### config.mk
export PLATFORM = sky130hd
export DESIGN_NAME = octant_ratio_unit
export DESIGN_NICKNAME = d
export VERILOG_FILES = /design/src/rtl/octant_ratio_unit.sv
export SDC_FILE = /design/constraint.sdc
export NUM_CORES = 1
export LEC_CHECK = 0
export BUFFER_PORTS_ARGS = -buffer_cell sky130_fd_sc_hd__buf_2
export CAP_MARGIN = 20
export CELL_PAD_IN_SITES_DETAIL_PLACEMENT = 1
export CELL_PAD_IN_SITES_GLOBAL_PLACEMENT = 2
export CORE_MARGIN = 2
export CORE_UTILIZATION = 38
export CTS_BUF_LIST = sky130_fd_sc_hd__clkbuf_4
export DETAILED_ROUTE_END_ITERATION = 12
export GPL_TIMING_DRIVEN = 0
export PLACE_DENSITY = 0.88
export REMOVE_ABC_BUFFERS = 1
export SLEW_MARGIN = 20
export SYNTH_ARGS = -nofsm -noshare
export SYNTH_HDL_FRONTEND = slang
export SYNTH_SLANG_ARGS = --single-unit
### constraint.sdc
create_clock -name clk -period 8.71 [get_ports clk]
set_input_delay 1.3065 -clock clk [delete_from_list [all_inputs] [get_ports clk]]
set_output_delay 1.3065 -clock clk [all_outputs]
set_load 0.01 [all_outputs]
### src/rtl/octant_ratio_unit.sv
// Octant classifier and min/max ratio front end for the atan datapath.
// Classifies a signed complex sample into octants and computes floor(min*2^FRAC/max) using a bit-serial divider.
module octant_ratio_unit #(
  parameter int W     = 8,
  parameter int FRAC  = 7,
  parameter int TAG_W = 4
) (
  input  logic              clk,
  input  logic              rst_n,
  input  logic              in_valid,
  output logic              in_ready,
  input  logic [W-1:0]      real_i,
  input  logic [W-1:0]      imag_i,
  input  logic [TAG_W-1:0]  tag_i,
  output logic              out_valid,
  input  logic              out_ready,
  output logic [FRAC:0]     ratio_o,
  output logic [2:0]        octant_o,
  output logic              zero_o,
  output logic [TAG_W-1:0]  tag_o
);

  localparam int CW = (FRAC < 1) ? 1 : $clog2(FRAC + 1);
  localparam logic [CW-1:0] LAST = CW'(FRAC);
  localparam logic [W-1:0]  ONE_W = {{(W-1){1'b0}}, 1'b1};

  typedef enum logic [1:0] {IDLE, PREP, DIV, DONE} state_t;

  state_t             state_q, state_d;
  logic [W-1:0]       re_q, re_d, im_q, im_d;
  logic [TAG_W-1:0]   tag_in_q, tag_in_d;
  logic [W-1:0]       min_q, min_d, max_q, max_d;
  logic [W:0]         rem_q, rem_d;
  logic [FRAC:0]      quot_q, quot_d;
  logic [CW-1:0]      cnt_q, cnt_d;
  logic [FRAC:0]      ratio_q, ratio_d;
  logic [2:0]         octant_q, octant_d;
  logic               zero_q, zero_d;
  logic [TAG_W-1:0]   tag_out_q, tag_out_d;

  logic               re_neg, im_neg, swap;
  logic [W-1:0]       abs_re, abs_im;
  logic [W:0]         trial, trial_sub;
  logic               ge;
  logic [FRAC:0]      quot_next;

  // Magnitudes are W-bit unsigned, so -2^(W-1) maps to 2^(W-1) exactly.
  assign re_neg = re_q[W-1];
  assign im_neg = im_q[W-1];
  assign abs_re = re_neg ? (~re_q + ONE_W) : re_q;
  assign abs_im = im_neg ? (~im_q + ONE_W) : im_q;
  assign swap   = (abs_im > abs_re);

  // First iteration consumes min directly: quotient bits above 2^FRAC are always zero since min <= max.
  assign trial     = (cnt_q == '0) ? {1'b0, min_q} : {rem_q[W-1:0], 1'b0};
  assign ge        = (trial >= {1'b0, max_q});
  assign trial_sub = trial - {1'b0, max_q};
  assign quot_next = {quot_q[FRAC-1:0], ge};

  always_comb begin
    state_d   = state_q;
    re_d      = re_q;
    im_d      = im_q;
    tag_in_d  = tag_in_q;
    min_d     = min_q;
    max_d     = max_q;
    rem_d     = rem_q;
    quot_d    = quot_q;
    cnt_d     = cnt_q;
    ratio_d   = ratio_q;
    octant_d  = octant_q;
    zero_d    = zero_q;
    tag_out_d = tag_out_q;
    case (state_q)
      IDLE: begin
        if (in_valid) begin
          re_d     = real_i;
          im_d     = imag_i;
          tag_in_d = tag_i;
          state_d  = PREP;
        end
      end
      PREP: begin
        tag_out_d = tag_in_q;
        min_d     = swap ? abs_re : abs_im;
        max_d     = swap ? abs_im : abs_re;
        if ((re_q == '0) && (im_q == '0)) begin
          zero_d   = 1'b1;
          ratio_d  = '0;
          octant_d = 3'b000;
          state_d  = DONE;
        end else begin
          zero_d   = 1'b0;
          octant_d = {swap, im_neg, re_neg};
          rem_d    = '0;
          quot_d   = '0;
          cnt_d    = '0;
          state_d  = DIV;
        end
      end
      DIV: begin
        rem_d  = ge ? trial_sub : trial;
        quot_d = quot_next;
        cnt_d  = cnt_q + CW'(1);
        if (cnt_q == LAST) begin
          ratio_d = quot_next;
          state_d = DONE;
        end
      end
      DONE: begin
        if (out_ready) state_d = IDLE;
      end
      default: state_d = IDLE;
    endcase
  end

  always_ff @(posedge clk or negedge rst_n) begin
    if (!rst_n) begin
      state_q   <= IDLE;
      re_q      <= '0;
      im_q      <= '0;
      tag_in_q  <= '0;
      min_q     <= '0;
      max_q     <= '0;
      rem_q     <= '0;
      quot_q    <= '0;
      cnt_q     <= '0;
      ratio_q   <= '0;
      octant_q  <= '0;
      zero_q    <= 1'b0;
      tag_out_q <= '0;
    end else begin
      state_q   <= state_d;
      re_q      <= re_d;
      im_q      <= im_d;
      tag_in_q  <= tag_in_d;
      min_q     <= min_d;
      max_q     <= max_d;
      rem_q     <= rem_d;
      quot_q    <= quot_d;
      cnt_q     <= cnt_d;
      ratio_q   <= ratio_d;
      octant_q  <= octant_d;
      zero_q    <= zero_d;
      tag_out_q <= tag_out_d;
    end
  end

  assign in_ready  = (state_q == IDLE);
  assign out_valid = (state_q == DONE);
  assign ratio_o   = ratio_q;
  assign octant_o  = octant_q;
  assign zero_o    = zero_q;
  assign tag_o     = tag_out_q;

endmodule
==> results.md, run 1 <==
Layout:
- Registers take 0.001802 mm².
- The library cell used most frequently in the layout, excluding fill and tap cells, is sky130_fd_sc_hd__dfrtp_1.
- From synthesis to final layout, the design area changed by 12.25%.
- In the layout the commonest cells are 72 x sky130_fd_sc_hd__dfrtp_1, 40 x sky130_fd_sc_hd__buf_2, 35 x sky130_fd_sc_hd__mux2_2, 29 x sky130_fd_sc_hd__nand2_1, 28 x sky130_fd_sc_hd__inv_1.
- The multi-input combinational cells in the finished layout cover a total of 0.002230 mm².
- Of the cells placed in the final design, the portion with a size suffix greater than 1 is 0.2489.
- In the final design database the tool counted 495 nets.
- Counting the fill cells in the layout gives 1226.
- At the end of the flow the core is filled with cells to 0.4379.

Logic synthesis:
- The number of distinct library cells after synthesis is 56.
- The average instance area after synthesis is 10.22 µm².
- The share of the Yosys chip area taken by registers is 0.4260.
- For this run, asynchronously set or reset flops after synthesis account for 1.000.
- The number of enable flip-flop cells after synthesis is 0.
- The most common flop cell mapped by yosys is sky130_fd_sc_hd__dfrtp_1.
- The synthesized instance count is 414.
- Counting flops and latches in the post-synthesis netlist gives 72.
- The Yosys step of the flow raised 0 warnings.
- The synthesized netlist occupies a cell area of 0.004229 mm².

Route:
- The detailed-route DRC error count is 0.
- The violation count after the first detailed-route iteration is 130.
- In the final routed layout, each cell accounts on average for 17.35 µm.
- The routed design has 10250 µm of wire.
- The pre-antenna-repair detailed-routing pass consisted of 4 iterations.
- The count of nets left with antenna violations once routing finished came out at 0.
- Across all layers, the routed design uses 3282 vias.
- After detailed routing, the number of vias per cell comes to 5.553.

Worst setup path:
- In this run the critical register-to-register path is launched from cnt_q[0].
- In this design, the largest share of critical-path delay is due to compound AO/OA/AOI/OAI gates.
- The worst setup path is launched from a register.
- The largest incremental delay on the critical path is 0.75 ns.
- STA puts the critical path data arrival time at 3.94 ns.
- The cell that appears most often on the critical path is sky130_fd_sc_hd__ha_1.
- STA puts the critical path data required time at 9.03 ns.
- The largest fanout on the critical path is 11.
- The origin of the worst setup path is cnt_q[0].
- The number of buffers and inverters on the critical path is 1.
- The signal on the critical path passes through inv_1 -> ha_1 -> nand2b_1 -> mux2_2 -> ha_1 -> a21o_1 -> a221oi_2 -> and2_1 -> o211ai_1.
- The worst setup path is of the reg -> reg kind.
- STA classifies the critical path endpoint as a register.
- For this design, the slowest cell found on the critical path is sky130_fd_sc_hd__a221oi_2.

Run status:
- The run finished with clean final reports.

Clock tree:
- The TritonCTS clock tree is done.
- The maximum clock path buffer count is 2.
- In this run, post-CTS repair resized a total of 0 instances.
- Buffers added to address setup during post-CTS repair amount to 0.
- For this design, the CTS-stage hold fixing added 0 buffers.
- At the later pin of the worst-skew pair, clock insertion delay measures 0.44 ns.
- Counting every sink on the clock net gives 72.
- In this run the clock root is driven by a sky130_fd_sc_hd__clkbuf_4.
- The clock edge transition at the registers on the reported setup and hold paths is 0.13 ns.
- The H-tree was split into 3 levels.
- The number of clock buffers added by TritonCTS is 9.

Timing:
- The relative slew slack is 0.3524.
- The count of endpoints failing setup in the final report is 0.
- On the final layout, the worst clock skew is 0.01847 ns.
- The routed design could run at a clock period as short as 3.624 ns.
- For the pin with the worst max-slew slack, the measured transition is 0.9696 ns.
- The number of max-slew violations in the final report is 0.
- For this run, the top clock speed supported by timing is 275.9 MHz.
- Setup repair after global routing left no endpoint under its margin.
- Adding up every negative setup slack in the final design gives 0 ns.
- The final number of hold-violating endpoints is 0.
- Of the available clock period, the critical path in the final layout requires 0.4161.

Global route:
- Entering global routing, the biggest net connects 38 pins.
- The number of antenna violations at the first check in global routing is 0.
- The global-route wire length before repair is 17230 µm.
- The total grt overflow is 0.
- The aggregate global-route resource usage is 0.1856.
- The via count of the first global-routing pass is 3524.

Floorplanning:
- The core footprint is 0.01084 mm².
- The count of boundary I/O pins is 42.
- In this run the horizontal extent of the chip is 109.5 µm.
- The area of the die is 0.01199 mm².
- For this configuration, the core starts out at a cell density of 0.3901.
- The floorplan die height is 109.5 µm.
- In this run the core area contains 38 standard-cell rows.

Run:
- Across the run, the number of max-cap violations was 0.

Placed design:
- The number of buffer cells added on primary ports is 41.
- Summed over all nets, the half-perimeter wirelength after detailed placement is 7655 µm.
- Routability-driven placement finished with a final weighted congestion of 0.8395.

Min path:
- The type of the most critical hold path is reg -> reg.
- In this run the most critical hold path is launched from zero_o.
## synthesized netlist by cell type (2+ instances only)
cell type | count | area share
sky130_fd_sc_hd__nand2b_1 | 10 | 0.015
sky130_fd_sc_hd__a21bo_2 | 7 | 0.017
sky130_fd_sc_hd__nand2_1 | 29 | 0.026
sky130_fd_sc_hd__a211o_1 | 3 | 0.0062
sky130_fd_sc_hd__o211ai_1 | 6 | 0.011
sky130_fd_sc_hd__nor2b_1 | 5 | 0.0074
sky130_fd_sc_hd__dfrtp_1 | 72 | 0.43
sky130_fd_sc_hd__a21o_1 | 3 | 0.0053
sky130_fd_sc_hd__or3_1 | 2 | 0.0030
sky130_fd_sc_hd__a21boi_0 | 3 | 0.0053
sky130_fd_sc_hd__a31oi_1 | 4 | 0.0059
sky130_fd_sc_hd__nand4_1 | 15 | 0.022
sky130_fd_sc_hd__nor3b_1 | 2 | 0.0035
sky130_fd_sc_hd__buf_2 | 9 | 0.011
sky130_fd_sc_hd__and4_1 | 2 | 0.0041
sky130_fd_sc_hd__mux2_2 | 35 | 0.093
sky130_fd_sc_hd__nand3_1 | 8 | 0.0095
sky130_fd_sc_hd__clkbuf_1 | 13 | 0.012
sky130_fd_sc_hd__xnor2_1 | 9 | 0.019
sky130_fd_sc_hd__o21ai_0 | 17 | 0.020
sky130_fd_sc_hd__nor3_1 | 15 | 0.018
sky130_fd_sc_hd__o21a_1 | 2 | 0.0035
sky130_fd_sc_hd__ha_1 | 25 | 0.074
sky130_fd_sc_hd__a22o_1 | 8 | 0.017
sky130_fd_sc_hd__inv_1 | 28 | 0.025
sky130_fd_sc_hd__a21oi_1 | 22 | 0.026
sky130_fd_sc_hd__nand3b_1 | 3 | 0.0053
sky130_fd_sc_hd__nor2_1 | 10 | 0.0089
sky130_fd_sc_hd__and3_1 | 4 | 0.0059
sky130_fd_sc_hd__o31ai_1 | 17 | 0.030
## state kept, by name, summed over array words and instances (netlist names), 4 cells and up
| name | count |
|---|---|
| im_q | 8 |
| max_q | 8 |
| min_q | 8 |
| quot_q | 7 |
| ratio_o | 8 |
| re_q | 8 |
| rem_q | 8 |
| tag_in_q | 4 |
| tag_o | 4 |
## layout make-up
type | instances | share of cell area
multi-input cells | 290 | 0.4697
flip-flops and latches | 72 | 0.3795
repair buffers | 43 | 0.05034
well taps | 140 | 0.03690
clock inverters | 6 | 0.02425
inverters | 29 | 0.02293
clock buffers | 10 | 0.01581
diodes | 1 | 0.0005271
## kinds of logic after synthesis
| kind of cell | Yosys count | synth area share |
|---|---|---|
| DFF | 72 | 0.4260 |
| AOI/OAI and AO/OA | 108 | 0.1876 |
| muxes | 36 | 0.09586 |
| and+or+nand+nor | 110 | 0.1405 |
| buffers and inverters | 52 | 0.05059 |
| adders and majority gates | 26 | 0.07870 |
| xor gates and xnor gates | 10 | 0.02071 |
## stage by stage
stage | hold WS, ns | instance area (µm²) | instances | worst slack, ns
after floorplan | 0.4446 | 4124 | 391 | 5.653
after global placement | 0.4628 | 4504 | 572 | 4.781
after detailed placement | 0.4646 | 4548 | 574 | 5.163
after CTS | 0.4959 | 4738 | 590 | 5.115
after global routing | 0.5273 | 4745 | 590 | 4.904
final | 0.4903 | 4747 | 591 | 5.086
## worst paths after layout
check | to | slack (ns) | cells after the start
worst max-delay path | rem_q[5] | 5.09 | 9
worst min-delay path | zero_o | 0.49 | 1
worst max register to register | rem_q[5] | 5.09 | 9
worst min register to register | zero_o | 0.49 | 1
max in group asynchronous | re_q[4] | 7.31 | 2
min in group asynchronous | ratio_o[6] | 0.81 | 1
## worst reg2reg max path, delay by kind of cell, from the launching register on
kind / cells / cell delay [ns]
AND/OR/NAND/NOR: 2 / 0.86
adder cells (fa/ha/maj): 2 / 0.59
buffers and inverters: 1 / 0.06
multiplexers: 1 / 0.41
flip-flops: 1 / 0.43
AO/OA/AOI/OAI: 3 / 1.15
## layer usage
| metal | track usage | wire (µm) | up-vias |
|---|---|---|---|
| li1 | - | - | 1570 |
| met1 | 0.2312 | 4569 | 1651 |
| met2 | 0.3214 | 5224 | 45 |
| met3 | 0.02727 | 246 | 16 |
| met4 | 0.07595 | 211 | 0 |
| met5 | 0 | 0 | - |
Power of run 1 is left out: the tool's default activity adds up to more than one toggle a clock period on the data nets, which glitch-free logic cannot reach.
==> inputs of run 2 (changes only) <==
CORE_UTILIZATION = 36   (was 38)
PLACE_DENSITY = 0.87   (was 0.88)
clock period = 3.1 ns   (was 8.71 ns; I/O delays follow)
==> run 2 against run 1 <==
  * Sequential cell count is the same
  * Sequential share of layout area fell by 2.1 points
  * Count of clock-buffer cells in the layout unchanged
  * Cell count is 3.2% higher
  * Hold slack got worse by 0.24 ns
  * Setup slack got worse by 5.0 ns
  * Die area grew 5.3%
  * Maximum frequency is 20% higher
  * Design area up 6.1%
==> results.md, run 2 (same netlist as run 1, synthesis figures left out) <==
Run:
- The count of max-cap constraint violations is 0 (unchanged).

Worst setup path:
- The largest fanout on the critical path is 15 (+4).
- The type of the worst setup path is reg -> reg.
- The slack of the worst reg-to-reg path came to 0.09 ns (-5.00 ns).
- The count of buffer and inverter cells on the critical path is 2 (+1).
- Traced cell by cell, the critical path runs through or3_1 -> o31ai_1 -> xnor2_1 -> ha_1 -> nand4_1 -> buf_4 -> nor2_4 -> a211o_4 -> buf_12 -> nand3_1 -> a31oi_1.
- The endpoint kind of the worst setup timing path is a register.
- STA classifies the critical path startpoint as a register.
- The worst path arrival time is 3.29 ns (-0.65 ns).
- The slowest library cell on the worst path is sky130_fd_sc_hd__dfrtp_2.
- The category of cells accounting for the largest share of critical-path delay is compound AO/OA/AOI/OAI gates.
- The required time at the endpoint of the critical path is 3.38 ns (-5.65 ns).
- The largest incremental delay on the critical path is 0.47 ns (-0.28 ns).

Min path:
- The type of the most critical hold path is in -> reg.

Layout:
- The number of filler instances in the final layout is 1341 (+9.4%).
- The net count of the finished layout is 512 (+3.4%).
- The fraction of the core area covered by cells at the end of the flow is 0.4409 (+0.003034).
- Leaving out fill and tap cells, the most frequent cell in the layout is sky130_fd_sc_hd__dfrtp_1.
- The total inserted antenna cells came to 0 (-1).
- The fraction of layout cells with a size suffix above 1 came to 0.3148 (+0.06589).
- From synthesis to final layout, the design area changed by 19.05%.
- The number of standard cells in the final layout excluding fillers is 610 (+3.2%).
- Leaving out fill and tap cells, the most frequent cells in the layout are 70 x sky130_fd_sc_hd__dfrtp_1, 40 x sky130_fd_sc_hd__buf_2, 35 x sky130_fd_sc_hd__mux2_2, 29 x sky130_fd_sc_hd__nand2_1, 28 x sky130_fd_sc_hd__inv_1.

Floorplanning:
- The site row count is 39 (+2.6%).
- The area of the die came to 0.01263 mm² (+5.3%).
- The count of boundary I/O pins is 42 (unchanged).
- The floorplan die height is 112.4 µm (+2.6%).
- The core footprint is 0.01142 mm² (+5.3%).
- The effective utilization at floorplan is 0.3704 (-0.01975).
- The overall die width is 112.4 µm (+2.6%).

Clock tree:
- The CTS H-tree depth was 3 (unchanged).
- The number of sinks handled by clock tree synthesis is 72 (unchanged).
- The clock edge transition at the registers on the reported setup and hold paths is 0.14 ns (about the same).
- The TritonCTS clock tree is done.
- The maximum clock path buffer count is 2 (unchanged).
- CTS placed an instance of sky130_fd_sc_hd__clkbuf_4 at the clock tree root.
- The clock latency reported for the late side of the worst-skew pair came to 0.44 ns (about the same).
- The number of clock buffers inserted by TritonCTS is 9 (unchanged).

Run status:
- The flow ran to the end, and the final reports show no timing, DRC or antenna violations.

Placed design:
- The HPWL after detailed placement was 7981 µm (+4.3%).
- The number of buffer cells added on primary ports came to 41 (unchanged).
- The global placement routability congestion is 0.7862 (-6.3%).
- The number of cells in the design after placement is 578 (+0.70%).

Route:
- The final wirelength is 11130 µm (+8.6%).
- The violation count after the first detailed-route iteration is 101 (-22%).
- The number of nets with antenna violations after detailed routing was 0 (unchanged).
- The routed wirelength normalized by instance count is 18.24 µm (+5.2%).
- The number of vias in the routed layout is 3369 (+2.7%).
- The detailed-route DRC error count is 0 (unchanged).
- The via count normalized by instance count came to 5.523 (-0.55%).
- The first-pass iteration count of the detailed router is 4 (unchanged).

Timing:
- The fmax is 332.3 MHz (+20%).
- The post-route worst hold slack was 0.2531 ns (-0.2372 ns).
- The number of max-slew violations in the final report is 0 (unchanged).
- The setup TNS is 0 ns (unchanged).
- The time the worst path needs with I/O delays and setup was 3.010 ns (-0.6146 ns).
- The final number of hold-violating endpoints is 0 (unchanged).
- The part of the cycle the worst path needs is 0.9708 (+0.5547).
- The slew of the pin with the lowest slew margin came to 0.9769 ns (+0.007291 ns).
- The relative slew slack is 0.3487 (-0.003676).
- The count of endpoints failing setup in the final report is 0 (unchanged).
- Setup repair after global routing could not meet its margin everywhere.
- The worst setup skew after layout is 0.02873 ns (+0.01025 ns).

Global route:
- The global-route wire length before repair is 18360 µm (+6.6%).
- The via count of the first global-routing pass came to 3639 (+3.3%).
- The total grt overflow is 0 (unchanged).
- The maximum number of pins on one net before global-route repair is 39 (+2.6%).
- The number of antenna violations at the first check in global routing came to 0 (unchanged).
- The aggregate global-route resource usage is 0.1795 (-0.006136).
[run 2: final timing paths]
| kind | cells after the start | endpoint | startpoint |
|---|---|---|---|
| max in group asynchronous | 3 | min_q[1] | rst_n |
| worst min register to register | 1 | zero_o | zero_o |
| worst max register to register | 11 | min_q[0] | im_q[3] |
| worst min-delay path | 2 | im_q[6] | imag_i[6] |
| worst max-delay path | 11 | min_q[0] | im_q[3] |
| min in group asynchronous | 2 | ratio_o[7] | rst_n |
[run 2: cell type report]
type | instances | area [µm²] | share of cell area
clock buffer | 10 | 75.07 | 0.01491
clock inverter | 6 | 91.34 | 0.01814
inverter | 29 | 110.1 | 0.02187
multi-input combinational | 290 | 2381 | 0.4729
sequential | 72 | 1804 | 0.3583
tap | 143 | 178.9 | 0.03554
timing repair buffer | 60 | 394.1 | 0.07828
[run 2: routing by layer]
metal,wire (µm),track usage
met4,229,0.07073
met2,5729,0.3149
met5,0,0
met1,4924,0.2239
met3,246,0.02484
[run 2: worst reg2reg max path, cell delays in order, from the launching register on]
cell and delay, ns:
sky130_fd_sc_hd__dfrtp_2 0.47, sky130_fd_sc_hd__or3_1 0.45, sky130_fd_sc_hd__o31ai_1 0.26, sky130_fd_sc_hd__xnor2_1 0.25, sky130_fd_sc_hd__ha_1 0.33, sky130_fd_sc_hd__nand4_1 0.11
sky130_fd_sc_hd__buf_4 0.17, sky130_fd_sc_hd__nor2_4 0.07, sky130_fd_sc_hd__a211o_4 0.41, sky130_fd_sc_hd__buf_12 0.16, sky130_fd_sc_hd__nand3_1 0.09, sky130_fd_sc_hd__a31oi_1 0.09
[run 2: per-stage QoR]
stage / setup slack (ns) / instance area [µm²]
4_1_cts: 0.03763 / 4873
3_5_place_dp: -0.4374 / 4559
3_3_place_gp: -0.8097 / 4508
5_1_grt: -0.09615 / 5035
2_1_floorplan: 0.04258 / 4124
6_report: 0.09049 / 5035
[run 2: timing repair]
action                                  in CTS  in global routing
endpoints found under the hold margin       34                  0
gates resized for setup                     18                 15
pin swaps                                    3                  6
setup buffers                                7                  8
endpoints found under the setup margin      27                 27
hold buffers                                 1                  0
Power of run 2 is left out for the same reason.
